## src/rtl/wb_pkg.sv

```systemverilog
// Shared types for the write-back arbiter slice.
// Register file geometry, request bundle and grant encoding.
package wb_pkg;

  localparam int REG_ADDR_W = 5;
  localparam int XLEN       = 32;
  localparam int NUM_REGS   = 32;

  typedef struct packed {
    logic [4:0]  rd;
    logic [31:0] data;
  } wb_req_t;

  typedef enum logic [1:0] {
    GRANT_NONE,
    GRANT_A,
    GRANT_B
  } wb_grant_e;

endpackage

```

## src/rtl/wb_scoreboard.sv

```systemverilog
// Pending-load scoreboard: one bit per register.
// A new issue to a register outranks a retiring write to it.
module wb_scoreboard
  import wb_pkg::*;
(
  input  logic                  i_clk,
  input  logic                  i_rst_n,
  input  logic                  i_set_en,
  input  logic [REG_ADDR_W-1:0] i_set_rd,
  input  logic                  i_clr_en,
  input  logic [REG_ADDR_W-1:0] i_clr_rd,
  output logic [NUM_REGS-1:0]   o_pending
);

  logic [NUM_REGS-1:0] set_vec;
  logic [NUM_REGS-1:0] clr_vec;
  logic [NUM_REGS-1:0] nxt;

  always_comb begin
    set_vec = {{(NUM_REGS-1){1'b0}}, i_set_en} << i_set_rd;
    clr_vec = {{(NUM_REGS-1){1'b0}}, i_clr_en} << i_clr_rd;
    nxt     = (o_pending & ~clr_vec) | set_vec;
    nxt[0]  = 1'b0;
  end

  always_ff @(posedge i_clk or negedge i_rst_n) begin
    if (!i_rst_n) begin
      o_pending <= '0;
    end else begin
      o_pending <= nxt;
    end
  end

endmodule

```

## src/rtl/wb_arbiter.sv

```systemverilog
// Write-back arbiter: merges in-order (A) and out-of-order (B)
// results onto the register file write port, A first.
module wb_arbiter
  import wb_pkg::*;
#(
  parameter int STARVE_LIMIT = 4
) (
  input  logic                  i_clk,
  input  logic                  i_rst_n,
  input  logic                  i_a_valid,
  input  logic [REG_ADDR_W-1:0] i_a_rd,
  input  logic [XLEN-1:0]       i_a_data,
  output logic                  o_a_ready,
  input  logic                  i_b_valid,
  input  logic [REG_ADDR_W-1:0] i_b_rd,
  input  logic [XLEN-1:0]       i_b_data,
  output logic                  o_b_ready,
  input  logic                  i_issue_valid,
  input  logic [REG_ADDR_W-1:0] i_issue_rd,
  output logic                  o_rd_wren,
  output logic [REG_ADDR_W-1:0] o_rd_addr,
  output logic [XLEN-1:0]       o_rd_data,
  output logic [NUM_REGS-1:0]   o_pending
);

  localparam int CNT_W = $clog2(STARVE_LIMIT + 1);
  localparam logic [CNT_W-1:0] CNT_MAX = CNT_W'(STARVE_LIMIT);

  logic [CNT_W-1:0] cnt;
  logic             b_forced;
  wb_grant_e        grant;
  wb_req_t          req_sel;

  // B has waited its full budget and still wants the port.
  assign b_forced = (cnt == CNT_MAX) && i_b_valid;

  always_comb begin
    grant = GRANT_NONE;
    unique case (1'b1)
      b_forced:
        grant = GRANT_B;
      !b_forced && i_a_valid:
        grant = GRANT_A;
      !b_forced && !i_a_valid && i_b_valid:
        grant = GRANT_B;
      default:
        grant = GRANT_NONE;
    endcase
  end

  assign o_a_ready = !b_forced;
  assign o_b_ready = (grant == GRANT_B);

  always_comb begin
    req_sel.rd   = i_a_rd;
    req_sel.data = i_a_data;
    if (grant == GRANT_B) begin
      req_sel.rd   = i_b_rd;
      req_sel.data = i_b_data;
    end
  end

  always_ff @(posedge i_clk or negedge i_rst_n) begin
    if (!i_rst_n) begin
      o_rd_wren <= 1'b0;
      o_rd_addr <= '0;
      o_rd_data <= '0;
      cnt       <= '0;
    end else begin
      o_rd_wren <= (grant != GRANT_NONE) &&
                   (req_sel.rd != '0);
      if (grant != GRANT_NONE) begin
        o_rd_addr <= req_sel.rd;
        o_rd_data <= req_sel.data;
      end
      if (grant == GRANT_B || !i_b_valid) begin
        cnt <= '0;
      end else if (cnt != CNT_MAX) begin
        cnt <= cnt + 1'b1;
      end
    end
  end

  wb_scoreboard u_sb (
    .i_clk     (i_clk),
    .i_rst_n   (i_rst_n),
    .i_set_en  (i_issue_valid && (i_issue_rd != '0)),
    .i_set_rd  (i_issue_rd),
    .i_clr_en  (grant == GRANT_B),
    .i_clr_rd  (i_b_rd),
    .o_pending (o_pending)
  );

endmodule

```

## config.mk

```make
export PLATFORM = sky130hd
export DESIGN_NAME = wb_arbiter
export DESIGN_NICKNAME = d
export VERILOG_FILES = /design/src/rtl/wb_pkg.sv /design/src/rtl/wb_scoreboard.sv /design/src/rtl/wb_arbiter.sv
export SDC_FILE = /design/constraint.sdc
export NUM_CORES = 1
export LEC_CHECK = 0
export CAP_MARGIN = 20
export CORE_MARGIN = 10
export CORE_UTILIZATION = 44
export CTS_BUF_LIST = sky130_fd_sc_hd__clkbuf_2
export DETAILED_ROUTE_END_ITERATION = 10
export PLACE_DENSITY_LB_ADDON = 0.15
export RECOVER_POWER = 50
export SLEW_MARGIN = 20
export SYNTH_ARGS = -nofsm -noshare
export SYNTH_HDL_FRONTEND = slang
export SYNTH_HIERARCHICAL = 1
export SYNTH_SLANG_ARGS = --single-unit
```

## constraint.sdc

```tcl
create_clock -name i_clk -period 2.2 [get_ports i_clk]
set_input_delay 0.66 -clock i_clk [delete_from_list [all_inputs] [get_ports i_clk]]
set_output_delay 0.66 -clock i_clk [all_outputs]
set_load 0.1 [all_outputs]
```

==> results of run 1 <==
==> power breakdown <==
group	internal [mW]	switching, mW	leakage (nW)
Clock	0.374	0.506	0.0741
Combinational	0.712	2.11	1.44
Sequential	1.54	0.148	0.866
Total	2.63	2.76	2.38
==> placed cells by master (no fill, tap or decap), types with 2 or more instances in the layout <==
master,instances
o21ai_1,7
buf_4,90
clkdlybuf4s50_1,80
nand4bb_1,2
nor2_1,4
mux2i_1,32
o41ai_1,2
o21ai_0,57
o211ai_1,2
clkinvlp_4,3
nand4b_1,2
nand3b_1,4
clkbuf_2,10
buf_2,2
or2_2,2
or4_1,3
a211oi_1,5
nand3_1,38
buf_12,11
inv_2,2
a31oi_1,5
nor2b_1,9
nand4_1,2
or3b_1,2
dfrtp_1,72
o21ai_2,29
bufinv_16,2
nand2b_1,5
nand2_1,18
==> per-stage QoR <==
stage / instance area (sq um) / hold WS [ps] / std cells
floorplan: 3610 / 364 / 342
global placement: 5230 / 449 / 596
detailed placement: 5230 / 469 / 596
CTS: 5410 / 120 / 616
global route: 5430 / 588 / 620
finish: 5430 / 542 / 620
==> registers in the layout (all words and copies together) (netlist names) <==
| name | flops |
|---|---|
| u_sb/o_pending | 31 |
| o_rd_data | 32 |
| cnt | 3 |
| o_rd_addr | 5 |
| o_rd_wren | 1 |
==> worst max path at each step <==
stage | start | to | slack, ps | cells after the start
2_1_floorplan | i_a_valid | u_sb/o_pending[1]$_DFF_PN0_ | -140 | 9
3_3_place_gp | i_issue_rd[0] | u_sb/o_pending[13]$_DFF_PN0_ | -150 | 6
3_5_place_dp | i_issue_rd[0] | u_sb/o_pending[13]$_DFF_PN0_ | -250 | 6
4_1_cts | cnt[0]$_DFFE_PN0P_ | o_b_ready | -110 | 5
5_1_grt | cnt[0]$_DFFE_PN0P_ | o_b_ready | -160 | 5
6_report | cnt[0]$_DFFE_PN0P_ | o_b_ready | -90 | 5
==> cell type report <==
cell class	count	area, sq um
inverter	3	11.3
multi-input combinational	241	1610
tap	102	128
sequential	72	1800
clock inverter	7	96.3
fill	645	2380
clock buffer	9	45.0
timing repair buffer	186	1740
==> cell families after synthesis <==
kind of cell	Yosys count	synth area share
compound gates	110	0.197
xor+xnor	1	0.00246
fa+ha+maj	2	0.00703
buf+inv	29	0.0485
flops	72	0.506
mux	32	0.0900
other cells	1	0.00105
simple gates	95	0.148
==> per-layer routing <==
metal,vias up,wire length [um],GRT usage
met5,-,0,0
met4,0,197,0.0660
met3,17,1270,0.0690
met2,149,6120,0.319
met1,1641,4620,0.242
li1,1588,-,-
==> tightest hold or removal path: stages (launching register included) <==
cell	delay [ps]
dfrtp_1	380
o21ai_0	80
o21ai_0	70
==> what timing repair did <==
| action | CTS | global route |
|---|---|---|
| setup endpoints to repair | 2 | 2 |
| gates resized for setup | 4 | 2 |
| buffers inserted | 4 | 4 |
| pin swaps | 1 | 1 |
==> impl_metrics.json, run 1 <==
{
  "dieArea_sq_mm": 0.0121,
  "rr_worst_depth": 10,
  "io_buffers": 154,
  "crit_family": "flip-flops",
  "drt_first_iter_violations": 208,
  "core_sq_mm": 0.00781,
  "status": "finished, violations left",
  "p_total_mw": 5.39,
  "clock_latency_ps": 520,
  "synth_edf_count": 0,
  "finalCritPeriodShare": 1.04,
  "rr_startpoint": "cnt[1]$_DFFE_PN0P_",
  "fmax_mhz": 437,
  "worstHoldPathCells": 2,
  "root_buffer": "clkbuf_2",
  "leakagePower_nw": 2.38,
  "grt.total_usage": 0.198,
  "final_antenna_net_count": 0,
  "skew_ps": 25.1,
  "cts_buffers": 9,
  "hold_viol_final": 0,
  "synthToLayoutAreaGrowth_pct": 52.5,
  "diodes": 0,
  "yosysTopAreaCell": "dfrtp_1",
  "antenna_found_initial": 0,
  "cp_cell_sequence": "inv_2, ha_4, a21bo_1, and2_4, buf_12",
  "nNetsFinal": 599,
  "async_reset_ff_frac": 1.00,
  "ys_seq_area_frac": 0.506,
  "vias": 3395,
  "place_ws_ps": -254,
  "grt_pass1_vias": 3500,
  "hold_class": "reg2reg",
  "fin_util": 0.696,
  "yosys-top-cells-area": "dfrtp_1 51%, mux2i_1 9.0%, o21ai_0 8.0%",
  "ys_types": 35,
  "finalWorstSetupSlack_ps": -90.6,
  "grt_pass1_wl_um": 18800,
  "ys_warn_count": 6,
  "slowest_stage": "dfrtp_1",
  "max-slew-margin-rel": -0.187,
  "dr.pass1.iters": 5,
  "synth_area_per_cell_sq_um": 10.4,
  "clk_pin_slew_ps": 210,
  "clockBufferDepth": 2,
  "cts_htree_levels": 3,
  "wl_per_cell_um": 19.7,
  "die_w_um": 110,
  "reg2reg_slack_ps": 120,
  "path_buf_inv": 2,
  "synth_commonest_cells": "72 x dfrtp_1, 57 x o21ai_0, 39 x nand3_1",
  "critPathMaxFanout": 2,
  "setup_viol": 2,
  "drt-total-wl_um": 12200,
  "worst_pin_slew_ps": 1780,
  "die_y_um": 110,
  "clock-sinks": 72,
  "crit_required_ps": 1540,
  "drc": 0,
  "failed_checks": "capacitance limit, slew limit, setup timing",
  "yosysMostFrequentCell": "dfrtp_1",
  "min_from": "u_sb/o_pending[16]$_DFF_PN0_",
  "synth_top_area_share": 0.506,
  "grt_overflow": 0,
  "power_density_mw_per_mm2": 993,
  "synth.cell_area_sq_mm": 0.00356,
  "endpoint_kind": "output pin",
  "holdBufCountCts": 0,
  "grt_max_degree": 73,
  "layout_min_cycle_time_ps": 2290,
  "cpPeakStageDelay_ps": 410,
  "rsz0062_at_grt": "true",
  "synth-main-ff-cell": "dfrtp_1",
  "r2r_end": "u_sb/o_pending[2]$_DFF_PN0_",
  "setup_tns_ps": -143,
  "ir_worst_vdd_mv": 0.808,
  "hold_end": "u_sb/o_pending[16]$_DFF_PN0_",
  "initial_core_util": 0.456,
  "ys_ff_latch": 72,
  "syn_nets": 428,
  "setup.worst_path.class": "reg2out",
  "place.gp.congestion": 0.840,
  "rows": 32,
  "drv_slew": 73,
  "hpwlAfterDp_um": 9110,
  "layout-drive-gt1-share": 0.305,
  "vias_per_cell": 5.48,
  "drv_cap": 1,
  "top_level_ports": 156,
  "cts_tree": "yes",
  "crit_arrival_ps": 1630,
  "cp-start-kind": "flop",
  "netlist_instances": 342
}
Power figures use the tool's default switching activity.
==> run 2, diff against run 1 <==
--- a/config.mk
+++ b/config.mk
@@ -9,6 +9,7 @@
 export CORE_MARGIN = 10
 export CORE_UTILIZATION = 44
 export CTS_BUF_LIST = sky130_fd_sc_hd__clkbuf_2
+export CTS_CLUSTER_DIAMETER = 100
 export DETAILED_ROUTE_END_ITERATION = 10
 export PLACE_DENSITY_LB_ADDON = 0.15
 export RECOVER_POWER = 50
==> results of run 2 <==
No change in the layout: final DEF, timing and power equal those of run 1.
